### config.mk
export PLATFORM = sky130hd
export DESIGN_NAME = mem_port_arbiter
export DESIGN_NICKNAME = d
export VERILOG_FILES = /design/src/rtl/mem_port_arbiter.sv
export SDC_FILE = /design/constraint.sdc
export NUM_CORES = 1
export LEC_CHECK = 0
export BUFFER_PORTS_ARGS = -buffer_cell sky130_fd_sc_hd__buf_2
export CORE_AREA = 2 2 108 110
export DETAILED_ROUTE_END_ITERATION = 10
export DIE_AREA = 0 0 110 112
export GPL_TIMING_DRIVEN = 0
export PLACE_DENSITY = 0.77
export SKIP_LAST_GASP = 1
export SLEW_MARGIN = 20
export SYNTH_ARGS = -nofsm -noshare
export SYNTH_HDL_FRONTEND = slang
export SYNTH_SLANG_ARGS = --single-unit
### constraint.sdc
create_clock -name clk -period 3.15 [get_ports clk]
set_clock_uncertainty 0.1 [all_clocks]
set_input_delay 0.315 -clock clk [delete_from_list [all_inputs] [get_ports clk]]
set_output_delay 0.315 -clock clk [all_outputs]
set_load 0.02 [all_outputs]
### src/rtl/mem_port_arbiter.sv
// Shares one single-port memory between instruction fetch and load/store,
// one transaction at a time with a fixed read latency; data has priority.
module mem_port_arbiter #(
  parameter int ADDR_W          = 32,
  parameter int DATA_W          = 32,
  parameter int MEM_LATENCY     = 1,
  parameter int MAX_DATA_STREAK = 4
) (
  input  logic                clk,
  input  logic                reset,
  input  logic                if_req,
  input  logic [ADDR_W-1:0]   if_addr,
  output logic                if_gnt,
  output logic                if_rvalid,
  output logic [DATA_W-1:0]   if_rdata,
  input  logic                d_req,
  input  logic                d_we,
  input  logic [ADDR_W-1:0]   d_addr,
  input  logic [DATA_W-1:0]   d_wdata,
  input  logic [DATA_W/8-1:0] d_wmask,
  output logic                d_gnt,
  output logic                d_rvalid,
  output logic [DATA_W-1:0]   d_rdata,
  output logic                mem_en,
  output logic [DATA_W/8-1:0] mem_we,
  output logic [ADDR_W-1:0]   mem_addr,
  output logic [DATA_W-1:0]   mem_wdata,
  input  logic [DATA_W-1:0]   mem_rdata,
  output logic                busy
);

  localparam int CNT_W = (MEM_LATENCY < 1) ? 1 : $clog2(MEM_LATENCY + 1);
  localparam int ST_W  = (MAX_DATA_STREAK < 1) ? 1 : $clog2(MAX_DATA_STREAK + 1);

  typedef enum logic {IDLE, BUSY} state_t;
  typedef enum logic {OWN_IF, OWN_D} owner_t;

  state_t            state, state_nxt;
  owner_t            owner, owner_nxt;
  logic [CNT_W-1:0]  cnt, cnt_nxt;
  logic [ST_W-1:0]   streak, streak_nxt;
  logic [DATA_W-1:0] if_rdata_q, d_rdata_q;
  logic              ret, issue_opp, pick_if;

  always_comb begin
    state_nxt  = state;
    owner_nxt  = owner;
    cnt_nxt    = cnt;
    streak_nxt = streak;

    // Return cycle doubles as an issue slot so back-to-back traffic has no gap.
    ret       = (state == BUSY) && (cnt == CNT_W'(1));
    issue_opp = (state == IDLE) || ret;
    pick_if   = if_req && (!d_req || (streak == ST_W'(MAX_DATA_STREAK)));

    if_gnt    = issue_opp && pick_if;
    d_gnt     = issue_opp && d_req && !pick_if;
    mem_en    = if_gnt || d_gnt;
    mem_addr  = d_gnt ? d_addr : if_addr;
    mem_we    = (d_gnt && d_we) ? d_wmask : '0;
    mem_wdata = d_wdata;

    if_rvalid = ret && (owner == OWN_IF);
    d_rvalid  = ret && (owner == OWN_D);
    if_rdata  = if_rvalid ? mem_rdata : if_rdata_q;
    d_rdata   = d_rvalid ? mem_rdata : d_rdata_q;
    busy      = (state == BUSY);

    if (state == BUSY) cnt_nxt = cnt - CNT_W'(1);
    if (ret) state_nxt = IDLE;
    if (mem_en) begin
      state_nxt = BUSY;
      owner_nxt = d_gnt ? OWN_D : OWN_IF;
      cnt_nxt   = CNT_W'(MEM_LATENCY);
    end

    // Streak counts data wins only while fetch is actually waiting.
    if (if_gnt)     streak_nxt = '0;
    else if (d_gnt) streak_nxt = if_req ? streak + ST_W'(1) : '0;
  end

  always_ff @(posedge clk or posedge reset) begin
    if (reset) begin
      state      <= IDLE;
      owner      <= OWN_IF;
      cnt        <= '0;
      streak     <= '0;
      if_rdata_q <= '0;
      d_rdata_q  <= '0;
    end else begin
      state  <= state_nxt;
      owner  <= owner_nxt;
      cnt    <= cnt_nxt;
      streak <= streak_nxt;
      if (if_rvalid) if_rdata_q <= mem_rdata;
      if (d_rvalid)  d_rdata_q  <= mem_rdata;
    end
  end

endmodule

==> flow_summary.yaml <==
power_and_ir_drop:
  seqPwrFrac: 0.344
  pwr-share-comb: 0.361
  swShare: 0.336
  p_per_area_nw_per_um2: 644
  p_switching_mw: 1.12
  peakVddDrop_mv: 0.446
  total_power_mw: 3.34
  clkPwrFrac: 0.295
  cell_internal_pwr_mw: 2.22
  power.leakage_nw: 2.77
clocking:
  clk_latency_ns: 0.32
  h-tree-depth: 3
  postCtsHoldBufs: 1
  post_cts_resized: 0
  cts.path.max_buffers: 2
  path_clk_slew_ns: 0.06
  clk_root_buffer_cell: "clkbuf_16"
  post-cts-setup-buffers: 0
  cts_buffers: 9
  clkSinkCount: 70
  cts_tree: "yes"
yosys:
  synth_seq_cells: 70
  synth_cell_types: 23
  syn-instance-count: 243
  syn-num-nets: 382
  yosysWarningCount: 0
  yosysSeqAreaShare: 0.505
  synth.cell_area_um2: 3470
  syn_area_per_cell_um2: 14.3
place:
  place.gp.congestion: 0.740
  placed_cells: 629
  io_buffers: 242
  post_dp_cell_area_um2: 4880
  dp_hpwl_um: 8910
drt:
  via_count: 2883
  routed_wl_um: 10900
  ant_nets: 0
  first_iter_violations: 133
  drcViolationCount: 0
  post_drt_wl_per_cell_um: 16.9
  viasPerCell: 4.46
  dr.pass1.iters: 5
floorplanning:
  core-area_um2: 11200
  fp-row-count: 39
  die_w_um: 110
  pin_count: 275
  initial_core_util: 0.311
  fp.dieH_um: 112
  die-area_um2: 12300
global_routing:
  antenna_found_initial: 0
  grt_pass1_vias: 2958
  grt_max_degree: 39
  grt_usage: 0.170
  grt-ovfl-total: 0
  grt_pass1_wl_um: 15500
layout:
  drive_above_1_share: 0.793
  final_common_cell: "buf_2"
  syn_to_final_growth_pct: 49.6
  fin_cells: 646
  fin_area_um2: 5190
  n_antenna_cell: 0
  nNetsFinal: 637
  num-fill-cells: 1021
  final_cell_mix: "buf_2 (248), dfrtp_1 (70), mux2_2 (66), buf_4 (33), mux2_4 (30)"
  utilization: 0.465
sta:
  timing.fmax_mhz: 415
  finalMaxSlewViolations: 0
  rsz0062_at_grt: "false"
  finalHoldViolCount: 0
  period_share: 0.766
  final-setup-viol-count: 0
  finalCriticalPeriod_ns: 2.41
  worst_pin_slew_ns: 0.433
  finalSetupTns_ns: 0
  slew_headroom: 0.712
worst_setup_path:
  worstSetupEndpointType: "output port"
  cp_max_fo: 6
  crit_type: "reg -> out"
  worst_setup_path_start_kind: "register"
  required_ns: 2.73
  crit_arrival_ns: 2.00
job:
  cap_viol_max_count: 0
worst_hold_path:
  hold_path.class: "in -> reg"
run_status:
  run_status: "finished clean"
[sequential cells by signal, summed over array words and instances, names as in the netlist]
register,flops
owner,1
busy,1
d_rdata_q,32
streak,3
cnt,1
if_rdata_q,32
[power by group through the flow]
stage	Combinational, mW	Clock (mW)	Sequential [mW]
final	1.21	0.988	1.15
after global routing	1.29	1.07	1.17
after CTS	1.22	1.02	1.16
after detailed placement	1.21	0	1.17
after global placement	1.19	0	1.16
after floorplan	0.811	0	1.15
[area by class of cell]
cell class	count	area [um^2]	area share
inverters	8	32.5	0.00627
clock inverters	7	72.6	0.0140
multi-input cells	123	1380	0.265
flip-flops and latches	70	1750	0.337
well taps	143	179	0.0345
plain buffers	42	312	0.0600
repair buffers	244	1240	0.239
clock buffers	9	225	0.0434
[synthesized netlist by cell type]
master | instances | area share
a21o_1 | 1 | 0.0022
a21oi_1 | 1 | 0.0014
a31oi_1 | 1 | 0.0018
and3_1 | 4 | 0.0072
buf_2 | 6 | 0.0087
buf_4 | 33 | 0.071
buf_6 | 3 | 0.0097
dfrtp_1 | 70 | 0.50
ha_1 | 2 | 0.0072
inv_1 | 8 | 0.0087
mux2_2 | 66 | 0.21
mux2_4 | 30 | 0.13
mux2i_1 | 1 | 0.0029
nand2_1 | 4 | 0.0043
nand2b_1 | 2 | 0.0036
nand3_1 | 3 | 0.0043
nand3_4 | 1 | 0.0050
nand3b_1 | 1 | 0.0022
nand4_1 | 1 | 0.0018
nor2_1 | 1 | 0.0011
nor3b_1 | 1 | 0.0022
o21a_1 | 1 | 0.0022
o22ai_1 | 2 | 0.0036
[path summary, 6_finish.rpt]
path	start	endpoint	slack (ns)	depth (start not counted)
hold / removal	mem_rdata[15]	if_rdata_q[15]	0.15	2
setup reg to reg	busy	d_rdata_q[9]	1.49	3
max in group asynchronous	reset	d_rdata_q[23]	1.96	4
setup / recovery	streak[0]	mem_we[2]	0.74	7
hold reg to reg	d_rdata_q[5]	d_rdata_q[5]	0.39	1
min in group asynchronous	reset	if_rdata_q[10]	0.45	3
[through the flow]
stage               setup WS [ns]  hold slack [ns]
floorplan                   0.967            0.326
global placement            0.279            0.374
detailed placement           1.07            0.256
CTS                         0.711            0.135
global route                0.627            0.142
finish                      0.738            0.149
[layer usage]
metal / share of wire / GRT usage / vias up
met5: 0 / 0 / -
met4: 0.015 / 0.0532 / 0
met3: 0.087 / 0.0457 / 20
met2: 0.53 / 0.306 / 150
met1: 0.37 / 0.192 / 1389
li1: - / - / 1324
[kinds of logic after synthesis]
family	share of synthesized area
mux	0.347
fa+ha+maj	0.00721
compound gates	0.0112
buf+inv	0.0984
simple gates	0.0317
flops	0.505
[worst max-delay path, cell delays in order (launching register included)]
cell and delay, ns:
dfrtp_1 0.35, inv_1 0.07, ha_1 0.23, nand3_1 0.14
nand3_4 0.14, inv_1 0.23, and3_1 0.27, buf_2 0.23
No activity file was read; power rests on OpenSTA's default activity.
